==> src/rtl/disk_sector_server_if.sv <==
// Signal bundle between the sector server, the floppy disk controller (FDC)
// and the byte-wide disk image memory.
interface disk_sector_server_if;
  logic [31:0] disk_sr;
  logic [31:0] disk_cr;
  logic [7:0]  disk_data_in;
  logic        disk_data_clkin;
  logic [7:0]  disk_data_out;
  logic        disk_data_clkout;
  logic [1:0]  img_present;
  logic [20:0] mem_addr;
  logic        mem_rd;
  logic        mem_wr;
  logic [7:0]  mem_wdata;
  logic [7:0]  mem_rdata;
  logic        mem_ack;

  // Environment side: FDC plus image memory.
  modport master (
    output disk_sr, disk_data_out, img_present, mem_rdata, mem_ack,
    input  disk_cr, disk_data_in, disk_data_clkin, disk_data_clkout,
           mem_addr, mem_rd, mem_wr, mem_wdata
  );

  // Server side.
  modport slave (
    input  disk_sr, disk_data_out, img_present, mem_rdata, mem_ack,
    output disk_cr, disk_data_in, disk_data_clkin, disk_data_clkout,
           mem_addr, mem_rd, mem_wr, mem_wdata
  );
endinterface

==> src/rtl/disk_sector_server.sv <==
// Disk sector server: moves one 512-byte sector between the FDC byte stream
// and the disk image memory, one memory access per byte, strobes paced.
module disk_sector_server #(
  parameter int TRACKS  = 80,
  parameter int SECTORS = 10,
  parameter int PACE    = 4
) (
  input  logic                  clk24,
  input  logic                  rstn,
  disk_sector_server_if.slave   bus
);
  localparam logic [2:0] S_IDLE    = 3'd0;
  localparam logic [2:0] S_CHECK   = 3'd1;
  localparam logic [2:0] S_RD_MEM  = 3'd2;
  localparam logic [2:0] S_RD_PUSH = 3'd3;
  localparam logic [2:0] S_WR_PULL = 3'd4;
  localparam logic [2:0] S_WR_MEM  = 3'd5;
  localparam logic [2:0] S_DONE    = 3'd6;
  localparam logic [2:0] S_ERR     = 3'd7;

  localparam logic [7:0] PACE_M1   = 8'(PACE - 1);
  localparam logic [7:0] TRACKS_L  = 8'(TRACKS);
  localparam logic [5:0] SECTORS_L = 6'(SECTORS);
  localparam logic [8:0] LAST_IDX  = 9'd511;

  logic [2:0]  state_q, state_d;
  logic        is_wr_q, is_wr_d;
  logic        side_q, side_d;
  logic        drive_q, drive_d;
  logic [6:0]  track_q, track_d;
  logic [4:0]  sector_q, sector_d;
  logic [8:0]  idx_q, idx_d;
  logic [7:0]  since_q, since_d;
  logic [7:0]  data_in_q, data_in_d;
  logic        clkin_q, clkin_d;
  logic        clkout_q, clkout_d;
  logic        mem_rd_q, mem_rd_d;
  logic        mem_wr_q, mem_wr_d;
  logic [20:0] addr_q, addr_d;
  logic [7:0]  wdata_q, wdata_d;
  logic        done_q, done_d;
  logic        err_q, err_d;
  logic [1:0]  img_q;

  logic [15:0] lin_sector;
  logic        req_live;
  logic        pace_ok;
  logic        bad_req;
  logic        unused_bits;

  // Linear sector number within one drive image; the byte offset is this
  // times 512, so the index simply fills the low 9 address bits.
  assign lin_sector = (16'(track_q) * 16'd2 + 16'(side_q)) * 16'(SECTORS)
                      + 16'(sector_q) - 16'd1;
  assign req_live   = is_wr_q ? bus.disk_sr[1] : bus.disk_sr[0];
  assign pace_ok    = (since_q >= PACE_M1);
  assign bad_req    = ({1'b0, track_q} >= TRACKS_L)
                    || (sector_q == 5'd0)
                    || ({1'b0, sector_q} > SECTORS_L)
                    || !bus.img_present[drive_q]
                    || (bus.disk_sr[1:0] == 2'b11);
  assign unused_bits = ^{bus.disk_sr[31:21], bus.disk_sr[15], bus.disk_sr[7:4],
                         lin_sector[15:11]};

  // Next-state and next-output logic for the transfer sequencer.
  always_comb begin
    // NOTE: every _d gets a default before the case so no path leaves one unassigned, which would infer a latch.
    state_d   = state_q;
    is_wr_d   = is_wr_q;
    side_d    = side_q;
    drive_d   = drive_q;
    track_d   = track_q;
    sector_d  = sector_q;
    idx_d     = idx_q;
    since_d   = pace_ok ? since_q : since_q + 8'd1;
    data_in_d = data_in_q;
    clkin_d   = 1'b0;
    clkout_d  = 1'b0;
    mem_rd_d  = mem_rd_q;
    mem_wr_d  = mem_wr_q;
    addr_d    = addr_q;
    wdata_d   = wdata_q;
    done_d    = done_q;
    err_d     = err_q;

    case (state_q)
      S_IDLE: begin
        idx_d = 9'd0;
        if (bus.disk_sr[0] ^ bus.disk_sr[1]) begin
          state_d  = S_CHECK;
          is_wr_d  = bus.disk_sr[1];
          side_d   = bus.disk_sr[2];
          drive_d  = bus.disk_sr[3];
          track_d  = bus.disk_sr[14:8];
          sector_d = bus.disk_sr[20:16];
        end
      end
      S_CHECK: begin
        if (bad_req) begin
          state_d = S_ERR;
          done_d  = 1'b1;
          err_d   = 1'b1;
        end else if (is_wr_q) begin
          state_d = S_WR_PULL;
        end else begin
          state_d  = S_RD_MEM;
          mem_rd_d = 1'b1;
          addr_d   = {drive_q, lin_sector[10:0], idx_d};
        end
      end
      S_RD_MEM: begin
        if (bus.mem_ack) begin
          mem_rd_d  = 1'b0;
          data_in_d = bus.mem_rdata;
          state_d   = req_live ? S_RD_PUSH : S_IDLE;
        end
      end
      S_RD_PUSH: begin
        if (!req_live) begin
          state_d = S_IDLE;
        end else if (pace_ok) begin
          clkin_d = 1'b1;
          since_d = 8'd0;
          if (idx_q == LAST_IDX) begin
            state_d = S_DONE;
            done_d  = 1'b1;
          end else begin
            idx_d    = idx_q + 9'd1;
            state_d  = S_RD_MEM;
            mem_rd_d = 1'b1;
            addr_d   = {drive_q, lin_sector[10:0], idx_d};
          end
        end
      end
      S_WR_PULL: begin
        // The FDC byte is valid during the strobe cycle, so it is captured
        // on the edge that ends the strobe, even if the request just fell.
        if (clkout_q) begin
          wdata_d  = bus.disk_data_out;
          mem_wr_d = 1'b1;
          addr_d   = {drive_q, lin_sector[10:0], idx_q};
          state_d  = S_WR_MEM;
        end else if (!req_live) begin
          state_d = S_IDLE;
        end else if (pace_ok) begin
          clkout_d = 1'b1;
          since_d  = 8'd0;
        end
      end
      S_WR_MEM: begin
        if (bus.mem_ack) begin
          mem_wr_d = 1'b0;
          if (!req_live) begin
            state_d = S_IDLE;
          end else if (idx_q == LAST_IDX) begin
            state_d = S_DONE;
            done_d  = 1'b1;
          end else begin
            idx_d   = idx_q + 9'd1;
            state_d = S_WR_PULL;
          end
        end
      end
      S_DONE: begin
        if (!req_live) begin
          state_d = S_IDLE;
          done_d  = 1'b0;
        end
      end
      S_ERR: begin
        if (bus.disk_sr[1:0] == 2'b00) begin
          state_d = S_IDLE;
          done_d  = 1'b0;
          err_d   = 1'b0;
        end
      end
      default: state_d = S_IDLE;
    endcase
  end

  // State and output registers; reset clears everything asynchronously.
  always_ff @(posedge clk24 or negedge rstn) begin
    if (!rstn) begin
      state_q   <= S_IDLE;
      is_wr_q   <= 1'b0;
      side_q    <= 1'b0;
      drive_q   <= 1'b0;
      track_q   <= 7'd0;
      sector_q  <= 5'd0;
      idx_q     <= 9'd0;
      since_q   <= PACE_M1;
      data_in_q <= 8'd0;
      clkin_q   <= 1'b0;
      clkout_q  <= 1'b0;
      mem_rd_q  <= 1'b0;
      mem_wr_q  <= 1'b0;
      addr_q    <= 21'd0;
      wdata_q   <= 8'd0;
      done_q    <= 1'b0;
      err_q     <= 1'b0;
      img_q     <= 2'b00;
    end else begin
      // NOTE: non-blocking assignments so every flop samples pre-edge values regardless of statement order.
      state_q   <= state_d;
      is_wr_q   <= is_wr_d;
      side_q    <= side_d;
      drive_q   <= drive_d;
      track_q   <= track_d;
      sector_q  <= sector_d;
      idx_q     <= idx_d;
      since_q   <= since_d;
      data_in_q <= data_in_d;
      clkin_q   <= clkin_d;
      clkout_q  <= clkout_d;
      mem_rd_q  <= mem_rd_d;
      mem_wr_q  <= mem_wr_d;
      addr_q    <= addr_d;
      wdata_q   <= wdata_d;
      done_q    <= done_d;
      err_q     <= err_d;
      img_q     <= bus.img_present;
    end
  end

  assign bus.disk_cr          = {28'd0, img_q, err_q, done_q};
  assign bus.disk_data_in     = data_in_q;
  assign bus.disk_data_clkin  = clkin_q;
  assign bus.disk_data_clkout = clkout_q;
  assign bus.mem_addr         = addr_q;
  assign bus.mem_rd           = mem_rd_q;
  assign bus.mem_wr           = mem_wr_q;
  assign bus.mem_wdata        = wdata_q;
endmodule

==> src/flat_wrapper.sv <==
// flat-port wrapper written by rule: the top's interface ports become plain ports
module disk_sector_server_flat 
#(
  parameter int TRACKS  = 80,
  parameter int SECTORS = 10,
  parameter int PACE    = 4
)
  (clk24, rstn, bus_disk_sr, bus_disk_data_out, bus_img_present, bus_mem_rdata, bus_mem_ack, bus_disk_cr, bus_disk_data_in, bus_disk_data_clkin, bus_disk_data_clkout, bus_mem_addr, bus_mem_rd, bus_mem_wr, bus_mem_wdata);
  disk_sector_server_if bus_i ();
  input  logic clk24;
  input  logic rstn;
  input wire logic [$bits(bus_i.disk_sr)-1:0] bus_disk_sr;
  input wire logic [$bits(bus_i.disk_data_out)-1:0] bus_disk_data_out;
  input wire logic [$bits(bus_i.img_present)-1:0] bus_img_present;
  input wire logic [$bits(bus_i.mem_rdata)-1:0] bus_mem_rdata;
  input wire logic [$bits(bus_i.mem_ack)-1:0] bus_mem_ack;
  output wire logic [$bits(bus_i.disk_cr)-1:0] bus_disk_cr;
  output wire logic [$bits(bus_i.disk_data_in)-1:0] bus_disk_data_in;
  output wire logic [$bits(bus_i.disk_data_clkin)-1:0] bus_disk_data_clkin;
  output wire logic [$bits(bus_i.disk_data_clkout)-1:0] bus_disk_data_clkout;
  output wire logic [$bits(bus_i.mem_addr)-1:0] bus_mem_addr;
  output wire logic [$bits(bus_i.mem_rd)-1:0] bus_mem_rd;
  output wire logic [$bits(bus_i.mem_wr)-1:0] bus_mem_wr;
  output wire logic [$bits(bus_i.mem_wdata)-1:0] bus_mem_wdata;
  assign bus_i.disk_sr = bus_disk_sr;
  assign bus_i.disk_data_out = bus_disk_data_out;
  assign bus_i.img_present = bus_img_present;
  assign bus_i.mem_rdata = bus_mem_rdata;
  assign bus_i.mem_ack = bus_mem_ack;
  assign bus_disk_cr = bus_i.disk_cr;
  assign bus_disk_data_in = bus_i.disk_data_in;
  assign bus_disk_data_clkin = bus_i.disk_data_clkin;
  assign bus_disk_data_clkout = bus_i.disk_data_clkout;
  assign bus_mem_addr = bus_i.mem_addr;
  assign bus_mem_rd = bus_i.mem_rd;
  assign bus_mem_wr = bus_i.mem_wr;
  assign bus_mem_wdata = bus_i.mem_wdata;
  disk_sector_server #(.TRACKS(TRACKS), .SECTORS(SECTORS), .PACE(PACE)) u_core (.clk24(clk24), .rstn(rstn), .bus(bus_i));
endmodule
==> config.mk <==
export PLATFORM = sky130hd
export DESIGN_NAME = disk_sector_server_flat
export DESIGN_NICKNAME = d
export VERILOG_FILES = /design/src/rtl/disk_sector_server_if.sv /design/src/rtl/disk_sector_server.sv /design/src/flat_wrapper.sv
export SDC_FILE = /design/constraint.sdc
export NUM_CORES = 1
export LEC_CHECK = 0
export BUFFER_PORTS_ARGS = -buffer_cell sky130_fd_sc_hd__buf_2
export CAP_MARGIN = 20
export CELL_PAD_IN_SITES_DETAIL_PLACEMENT = 0
export CELL_PAD_IN_SITES_GLOBAL_PLACEMENT = 2
export CORE_ASPECT_RATIO = 1.1
export CORE_MARGIN = 4
export CORE_UTILIZATION = 35
export DETAILED_ROUTE_END_ITERATION = 6
export PLACE_DENSITY = 0.91
export SETUP_SLACK_MARGIN = 0.5
export SYNTH_ARGS = -nofsm -noshare
export SYNTH_HDL_FRONTEND = slang
export SYNTH_SLANG_ARGS = --single-unit
==> constraint.sdc <==
create_clock -name clk24 -period 4.62 [get_ports clk24]
set_input_delay 0.462 -clock clk24 [delete_from_list [all_inputs] [get_ports clk24]]
set_output_delay 0.462 -clock clk24 [all_outputs]
set_load 0.02 [all_outputs]
After elaboration in Yosys (flattened, before gate mapping) --
Index checks and enable logic that the tools add are counted.
Operators by class: add/sub/neg operators 5, multiply operators 1, $lt $le $gt $ge 4, eq/ne operators 23, muxes and demuxes 60, bitwise logic cells 1, reductions and logical operators 24
Operators by type and width (count):
- $mux 21 | 6
- $pmux 21 s3 | 1
- $mux 9 | 5
- $mux 3 | 12
- $mux 8 | 4
- $pmux 9 s3 | 1
- $pmux 3 s8 | 1
- $mux 1 | 23
- $mul 16x3->10 const B | 1
- $pmux 8 s2 | 1
- $ne 2x1->1 const B | 7
- $reduce_and 7->1 | 2
- $eq 3x3->1 const B | 4
- $ne 2x2->1 const B | 6
- $add 11x5->11 | 1
- $sub 11x1->11 const B | 1
- $reduce_and 5->1 | 2
- $add 8x1->9 | 1
- $add 9x1->9 const B | 1
- $eq 9x9->1 const B | 1
- $reduce_bool 3->1 | 3
- $add 8x1->8 const B | 1
- $ge 8x2->1 const B | 1
- $reduce_and 8->1 | 1
- 21 further kinds | 31
Storage, ports and cells: flip-flop bits (word level) 80, input bits 53

Depth between registers and ports, before layout --
Gate-level depths: netlist of the first run.
word-level depth 8, gate-level depth with buffers 14, depth with buffers taken out 14

Least setup slack after synthesis of the first run --
No wires, ideal clock.
kind register -> register, start point register u_core.track_q[1], end point register u_core.addr_q[19], in the netlist u_core.bus.mem_addr[19], setup time 0.128 ns, arrival 3.025 ns, data required time 4.492 ns, setup slack 1.467 ns, stages on the path, launching flop included 14, clock period less this slack 3.153 ns, path through dfrtp_1 -> ha_1 -> ha_1 -> a211oi_1 -> nor2_1 -> xor2_1 -> inv_1 -> ha_1 -> a2111o_1 -> o21a_1 -> and3_1 -> mux2i_1 -> xnor2_1 -> mux2_1
Between the ends: cells in the longest elaborated chain, start to end 8
RTL lines:
- from (decl) | line disk_sector_server.sv:30 | logic [6:0] track_q, track_d;
- from (signal assigned) | line disk_sector_server.sv:208 | track_q <= track_d;
- $add 8x1->9 | line disk_sector_server.sv:53 | assign lin_sector = (16'(track_q) * 16'd2 + 16'(side_q)) * 16'(SECTORS)
- $mul 16x3->10 | line disk_sector_server.sv:53
- $add 11x5->11 | line disk_sector_server.sv:54 | + 16'(sector_q) - 16'd1;
- $sub 11x1->11 | line disk_sector_server.sv:54
- $mux 21 | line disk_sector_server.sv:124 | if (idx_q == LAST_IDX) begin
- $mux 21 | line disk_sector_server.sv:121 | end else if (pace_ok) begin
- $mux 21 | line disk_sector_server.sv:119 | if (!req_live) begin
- $pmux 21 s3 | line disk_sector_server.sv:86 | case (state_q)
- to (signal assigned) | line disk_sector_server.sv:217 | addr_q <= addr_d;
- to (decl) | line disk_sector_server.sv:39 | logic [20:0] addr_q, addr_d;
Parallel ways exist; a longest one is shown, timed or not. The select of a mux whose other input is x is not followed. A chain may end at the register's enable or synchronous reset.

Worst setup path in the final report of the first run --
start point register u_core.idx_q[0], end point register u_core.addr_q[12], in the netlist u_core.bus.mem_addr[12]
Between the ends: cells in the longest elaborated chain, start to end 3
RTL lines:
- from (decl) | line disk_sector_server.sv:32 | logic [8:0] idx_q, idx_d;
- from (signal assigned) | line disk_sector_server.sv:210 | idx_q <= idx_d;
- $eq 9x9->1 | line disk_sector_server.sv:124
- $ne 2x2->1 (no line)
- $reduce_and 7->1 (no line)
Every way passes these cells.

==> results.cfg, run 1 <==
[run_status]
status = completed

[clock_network]
ctsHoldBuffers = 0
htreeDepth = 3
cts_setup_buffers = 0
cts-resized-gates = 0
clk_latency_ns = 0.34
cts_root_buffer = clkbuf_16
path_clk_slew_ns = 0.06
cts_tree = yes
cts_buffers = 9
cts.sinks = 80
clock_path_buffers = 2

[drt]
drtAntennaViolNets = 0
wirelength_um = 9510
num_vias = 3366
first_pass_iters = 4
drt_iter0_markers = 104
wl_per_cell_um = 13.8
routed_via_density = 4.87
drc = 0

[global_routing]
grt_antenna_before_repair = 0
grt_first_pass_wirelength_um = 16000
grt_usage_pct = 13.0
grt_start_max_net_pins = 81
grt_pass1_vias = 3316
gr-total-overflow = 0

[logic_synthesis]
ys_seq_area_share_pct = 43.1
ys_async_sr_fraction_pct = 100
synthSimpleGateAreaFrac_pct = 11.4
synth-main-ff-cell = dfrtp_1
yosysTopAreaCell = dfrtp_1
synth.area.top_cells = dfrtp_1, ha_1, mux2_2
synthXorXnorAreaFrac_pct = 3.77
synth_most_common_cell = dfrtp_1
synthMuxAreaShare_pct = 12.3
syn-mean-instance-area_um2 = 10.3
yosys_warnings = 0
synth_commonest_cells = dfrtp_1, inv_1, o21ai_0, buf_4, nand2_1
netlist_area_um2 = 4650
synth.top_cell.area_share_pct = 42.0
yosys.area_share.adder_pct = 8.66
synth_edf_count = 0
synth_top_family_by_area = multiplexers
ys_ff_latch = 80
netlist_instances = 450
ys_types = 55
synth_compound_area_share_pct = 11.5

[layout]
insertedDiodeCount = 0
layout-drive-gt1-share_pct = 25.1
fin_area_um2 = 5370
nets = 613
syn_to_final_growth_pct = 15.5
n_fill_cell = 1260
ff_latch_area_um2 = 2000
multi_input_area_um2 = 2320

[floorplan]
die-area_um2 = 15200
dieWidth_um = 118
rows = 43
initial_core_util_pct = 36.3
dieHeight_um = 129
io_pins = 126
coreArea_um2 = 12800

[timing]
setup_viol = 0
rsz0062_at_grt = false
period_share_pct = 74.3
fmax_mhz = 291
finClkSkew_ns = 0.00989
hold_viol_final = 0
min_period_ns = 3.43
drv_slew = 0
maxSlewHeadroom_pct = 38.9
setup_tns_ns = 0
worst_pin_slew_ns = 0.913

[power_and_ir_drop]
max-vdd-ir-drop_v = 0.00103
power_density_nw_per_um2 = 902
leakagePower_nw = 2.66

[job]
drv_cap = 0

[critical_path]
required_ns = 4.84
worstPathMaxFanout = 21
rr_worst_depth = 11
critPathLaunchType = flip-flop
cp_data_arrival_time_ns = 3.65
critPathKind = flip-flop to flip-flop
worst_setup_path_end_kind = flip-flop

[hold_path]
hp-class = input port to asynchronous set/reset pin

[placement]
port_buffers = 81
placed_area_um2 = 5070
gp_congestion = 0.785
hpwl_um = 7020
-- metal layers --
layer / global-route usage, % / routed length (um) / vias up
li1: - / - / 1653
met4: 3.93 / 106 / 0
met5: 0 / 0 / -
met3: 4.22 / 538 / 9
met2: 22.2 / 4800 / 79
met1: 15.7 / 4070 / 1625
-- state kept, by name, summed over array words and instances, names as in the netlist --
signal / flops
u_core.bus.mem_addr: 21
u_core.idx_q: 9
u_core.bus.disk_data_in: 8
u_core.bus.mem_wdata: 8
u_core.since_q: 8
u_core.track_q: 7
u_core.sector_q: 5
u_core.state_q: 3
u_core.img_q: 2
u_core.bus.disk_data_clkin: 1
u_core.bus.disk_data_clkout: 1
u_core.bus.mem_rd: 1
u_core.bus.mem_wr: 1
u_core.done_q: 1
u_core.drive_q: 1
u_core.err_q: 1
u_core.is_wr_q: 1
u_core.side_q: 1
-- logic make-up (layout without fill, tap and decap cells) --
group	Yosys count	after routing
AO/OA/AOI/OAI	84	84
XOR/XNOR	20	20
adder cells (fa/ha/maj)	31	31
buffers and inverters	79	136
flip-flops	80	80
multiplexers	51	51
other	1	28
AND/OR/NAND/NOR	104	104
-- final timing paths --
kind                                           endpoint  slack, ns                from
worst max-delay path            u_core.bus.mem_addr[12]       1.19     u_core.idx_q[0]
worst min-delay path                  u_core.state_q[2]       0.08                rstn
worst max register to register  u_core.bus.mem_addr[12]       1.19     u_core.idx_q[0]
worst min register to register        u_core.since_q[1]       0.47   u_core.since_q[1]
max in group asynchronous             u_core.since_q[0]       3.90                rstn
min in group clk24                      u_core.img_q[1]       0.25  bus_img_present[1]
-- final cells by class --
type,instances,area share (%)
Clock buffer,11,4.33
Clock inverter,5,0.629
Inverter,36,2.51
Multi-Input combinational cell,318,43.2
Sequential cell,80,37.3
Tap cell,157,3.66
Timing Repair Buffer,84,8.38
-- critical path: stages (launching register included) --
cell and delay (ns):
dfrtp_1 0.42, ha_1 0.23, and3_1 0.25, and3_1 0.19, and3_1 0.16, ha_1 0.26, nor3b_2 0.08, a21oi_1 0.23
a21boi_4 0.31, nor2_8 0.08, a21oi_4 0.69, mux2_2 0.41
-- where the power goes --
part | total, mW | internal (mW) | switching (mW)
Combinational | 3.03 | 1.41 | 1.62
Sequential | 1.17 | 0.964 | 0.210
Clock | 0.643 | 0.363 | 0.280
-- stage by stage --
step / total power [mW] / util [%] / setup WS [ns] / hold WS (ns) / std cells
after floorplan: 3.64 / - / 1.47 / 0.166 / 477
after global placement: 4.19 / 39.6 / 1.20 / 0.465 / 673
after detailed placement: 4.24 / 39.6 / 1.16 / 0.471 / 673
after CTS: 4.93 / 41.7 / 1.11 / 0.233 / 689
after global routing: 5.39 / 42.0 / 0.914 / 0.105 / 691
final: 4.85 / 42.0 / 1.19 / 0.0770 / 691
-- layout by cell type (no fill, tap or decap), types with 16 or more instances in the layout --
| cell | netlist | layout |
|---|---|---|
| a21oi_1 | 17 | 17 |
| buf_2 | 3 | 80 |
| conb_1 | 1 | 28 |
| dfrtp_1 | 78 | 78 |
| ha_1 | 29 | 29 |
| inv_1 | 36 | 36 |
| mux2_1 | 18 | 18 |
| mux2_2 | 27 | 27 |
| nand2_1 | 30 | 30 |
| nor2_1 | 21 | 21 |
| o21ai_0 | 32 | 32 |
| xnor2_1 | 16 | 16 |
Note: power is estimated with default switching activity, not from simulation.
==> run 2: changes to the inputs <==
Settings changed: CORE_UTILIZATION 35 to 29, PLACE_DENSITY 0.91 to 0.81.
Clock period 4.62 ns to 3.1 ns, I/O delays scaled along.
==> run 2 against run 1 <==
Wire length up 14%. Register-to-register slack got worse by 1.1 ns. Worst setup slack worse by 1.1 ns. Final area rose by 16%. Critical path type unchanged. Largest cell class unchanged.
==> results.cfg, run 2 (synthesis gave the netlist of run 1 again) <==
[run_status]
status = completed

[timing]
drv_slew = 0
hold_viol_final = 0
setup_tns_ns = 0
period_share_pct = 95.9
min_period_ns = 2.97
setup_viol = 0
finClkSkew_ns = 0.0119
worst_pin_slew_ns = 0.597
maxSlewHeadroom_pct = 59.8
rsz0062_at_grt = true
fmax_mhz = 336

[drt]
first_pass_iters = 6
num_vias = 3522
wl_met3_um = 611
highest_layer = met4
drc = 0
routed_via_density = 4.52
wirelength_um = 10800
wl_met1_um = 4860
wl_per_cell_um = 13.9
wl_met2_um = 5160
drtAntennaViolNets = 0
drt_iter0_markers = 144

[critical_path]
required_ns = 3.33
cp_data_arrival_time_ns = 3.21
critPathKind = flip-flop to flip-flop
worst_setup_path_end_kind = flip-flop
cp_slowest_stage_delay_ns = 0.55
cpMostUsedCell = ha_4
worstPathMaxFanout = 3
critPathLaunchType = flip-flop
rr_worst_depth = 11
crit_chain = ha_4, ha_4, inv_2, fa_2, ha_4, a2111o_1, o21a_1, and3_1, mux2i_1, xnor2_1, mux2_4
critPathSlowestCell = fa_2

[placement]
hpwl_um = 7600
port_buffers = 81
gp_congestion = 0.818
placed_area_um2 = 5310

[layout]
fin_area_um2 = 6230
syn_to_final_growth_pct = 33.9
layout_commonest_cell = buf_2
nets = 658
layout-drive-gt1-share_pct = 39.0
final_cell_mix = buf_2, dfrtp_1, buf_4, inv_1
insertedDiodeCount = 0
largest_reg_flops = 21

[global_routing]
grt_pass1_vias = 3614
grt_start_max_net_pins = 81
grt_usage_pct = 12.3
grt_first_pass_wirelength_um = 17900
gr-total-overflow = 0
grt_antenna_before_repair = 0

[clock_network]
htreeDepth = 3
clk_latency_ns = 0.34
cts_root_buffer = clkbuf_16
cts_tree = yes
path_clk_slew_ns = 0.07
cts_buffers = 9
cts.sinks = 80
clock_path_buffers = 2

[floorplan]
rows = 48
dieWidth_um = 129
coreArea_um2 = 15700
dieHeight_um = 141
initial_core_util_pct = 29.6
io_pins = 126
die-area_um2 = 18100

[hold_path]
hp-class = input port to flip-flop
hold_path_depth = 1

[job]
drv_cap = 0
## run 2: cell count changes in the layout (fill, tap and decap cells not counted), moves of 3 or more
cell,delta
and3_1,-3
mux2_4,+16
ha_4,+11
buf_6,+5
and3_4,+3
ha_1,-12
buf_4,+33
inv_2,+3
inv_1,-3
o21ai_2,+3
mux2_1,-15
## run 2: timing repair
item,4_1_cts,5_1_grt
gates cloned,2,0
pin swaps,16,13
endpoints found under the hold margin,0,33
gates resized for setup,41,15
setup endpoints to repair,30,34
hold buffers,0,1
buffers inserted,21,8
## run 2: worst max-delay path, delay by kind of cell, from the launching register on
family,cells,cell delay [ns]
AND/OR/NAND/NOR,1,0.15
flip-flops,1,0.41
XOR/XNOR,1,0.09
buffers and inverters,1,0.03
multiplexers,2,0.43
adder cells (fa/ha/maj),4,1.18
AO/OA/AOI/OAI,2,0.58
## run 2: cell type report
cell class / count / area (um2)
Tap cell: 200 / 250
Clock buffer: 10 / 229
Inverter: 36 / 135
Sequential cell: 80 / 2000
Clock inverter: 6 / 92.6
Fill cell: 1527 / 9510
Multi-Input combinational cell: 318 / 2630
Timing Repair Buffer: 129 / 890
## run 2: layer usage
layer / vias to the layer above / GRT usage [%]
li1: 1734 / -
met1: 1690 / 15.2
met2: 86 / 20.7
met3: 12 / 3.33
met4: 0 / 4.04
met5: - / 0
## run 2: metrics by stage
step | worst slack [ns] | utilization [%] | std cells | hold WS (ns)
after floorplan | 0.107 | - | 477 | 0.0144
after CTS | 0.0625 | 38.4 | 769 | 0.0748
after global placement | 0.0201 | 33.7 | 730 | 0.430
after detailed placement | -0.0387 | 33.7 | 730 | 0.435
after global routing | -0.00759 | 39.6 | 779 | 0.0750
final | 0.127 | 39.6 | 779 | 0.0943
## run 2: path summary, 6_finish.rpt
| kind | from | endpoint | slack (ns) |
|---|---|---|---|
| max | u_core.track_q[2] | u_core.bus.mem_addr[19] | 0.13 |
| min | bus_img_present[1] | u_core.img_q[1] | 0.09 |
| max reg2reg | u_core.track_q[2] | u_core.bus.mem_addr[19] | 0.13 |
| min reg2reg | u_core.since_q[1] | u_core.since_q[1] | 0.48 |
| max in group asynchronous | rstn | u_core.err_q | 2.03 |
| min in group asynchronous | rstn | u_core.bus.mem_addr[18] | 0.47 |
Power of run 2 is left out: the tool's default activity adds up to more than one toggle a clock period on the data nets, which glitch-free logic cannot reach.
==> run 3: changes to the inputs <==
Settings changed: CORE_ASPECT_RATIO 1.1 to default.
==> run 3 against run 2 <==
Die area barely moved. Final area shrank 2.0%. Worst setup slack got worse by 0.072 ns. Critical path depth grew 2. Highest routed layer unchanged. Clock skew is 0.0042 ns lower. Register-to-register slack got worse by 0.07 ns. Largest cell class unchanged. Sequential share of layout area increased by 0.67 points. Core utilization is 1.0 points lower. Critical endpoint unchanged. Critical path type unchanged.
==> results.cfg, run 3 (synthesis gave the netlist of run 1 again) <==
[hold_path]
worstHoldStart = bus_img_present[1]
hp-class = input port to flip-flop

[layout]
fin_area_um2 = 6100
utilization_pct = 38.5
syn_to_final_growth_pct = 31.1
insertedDiodeCount = 0
largest_reg_flops = 21
final_cell_mix = buf_2, dfrtp_1, inv_1, nand2_1, o21ai_0
layout-drive-gt1-share_pct = 37.5
nets = 647
layout_commonest_cell = buf_2

[global_routing]
grt_pass1_vias = 3655
grt_first_pass_wirelength_um = 17900
grt_start_max_net_pins = 81
grt_antenna_before_repair = 0
gr-total-overflow = 0
grt_usage_pct = 12.4

[placement]
placed_area_um2 = 5340
pre_cts_ws_ns = -0.0393
port_buffers = 81
hpwl_um = 7580
gp_congestion = 0.812

[timing]
setup_slack_ns = 0.0558
fmax_mhz = 328
setup_viol = 0
min_period_ns = 3.04
maxSlewHeadroom_pct = 55.3
period_share_pct = 98.2
finClkSkew_ns = 0.00773
hold_viol_final = 0
worst_pin_slew_ns = 0.663
drv_slew = 0
rsz0062_at_grt = true

[clock_network]
cts.sinks = 80
cts_buffers = 9
clock_path_buffers = 2
cts_root_buffer = clkbuf_16
clk_latency_ns = 0.35
cts_tree = yes
path_clk_slew_ns = 0.06
htreeDepth = 3

[drt]
first_pass_iters = 4
routed_via_density = 4.50
drc = 0
drtAntennaViolNets = 0
wl_per_cell_um = 13.9
num_vias = 3529
drt_iter0_markers = 135
wirelength_um = 10900

[critical_path]
r2r_slack_ns = 0.06
critPathLaunchType = flip-flop
crit_start = u_core.track_q[3]
worstPathMaxFanout = 3
r2r-start = u_core.track_q[3]
cp_data_arrival_time_ns = 3.27
worst_setup_path_end_kind = flip-flop
required_ns = 3.33
critPathKind = flip-flop to flip-flop

[floorplan]
dieHeight_um = 135
die-area_um2 = 18100
initial_core_util_pct = 29.4
io_pins = 126
rows = 46
dieWidth_um = 135
coreArea_um2 = 15800

[job]
drv_cap = 0

[run_status]
status = completed
[run 3: path summary, 6_finish.rpt]
check | endpoint | depth (start not counted)
worst max-delay path | u_core.bus.mem_addr[19] | 13
worst min-delay path | u_core.img_q[1] | 1
worst max register to register | u_core.bus.mem_addr[19] | 13
worst min register to register | u_core.since_q[1] | 2
max in group asynchronous | u_core.since_q[1] | 3
min in group asynchronous | u_core.bus.disk_data_in[3] | 2
[run 3: per-layer routing]
layer  track usage [%]  vias up  share of wire, %
li1                  -     1709                 -
met1              15.3     1723                45
met2              21.2       81                49
met3              2.57       16               4.5
met4              5.26        0               1.9
met5                 0        -                 0
[run 3: repair_timing]
action,4_1_cts,5_1_grt
resized for setup,31,15
hold buffers,0,1
pin swaps,13,3
endpoints found under the setup margin,21,21
endpoints found under the hold margin,0,10
buffers inserted,11,7
cloned,1,0
[run 3: critical path, cell delays in order (launching register included)]
cell and delay [ns]:
dfrtp_1 0.40, ha_1 0.31, ha_1 0.28, a211oi_2 0.25
nor2_2 0.08, xor2_2 0.17, inv_2 0.06, ha_4 0.16
a2111o_1 0.28, o21a_1 0.21, nor3_2 0.19, mux2i_1 0.11
xnor2_1 0.15, mux2_4 0.27
[run 3: area by class of cell]
class                   instances  area [um2]
clock inverters                 7        95.1
fillers                      1569        9730
well taps                     216         270
clock buffers                   9         225
repair buffers                118         785
inverters                      36         135
multi-input cells             318        2580
flip-flops and latches         80        2000
[run 3: through the flow]
step	hold WS [ns]	setup TNS, ns	std cells
after floorplan	0.0144	0	477
after global routing	0.0735	-0.0880	784
after global placement	0.431	0	747
after CTS	0.0726	0	775
after detailed placement	0.438	-0.0393	747
final	0.0890	0	784
Power of run 3 is left out for the same reason.
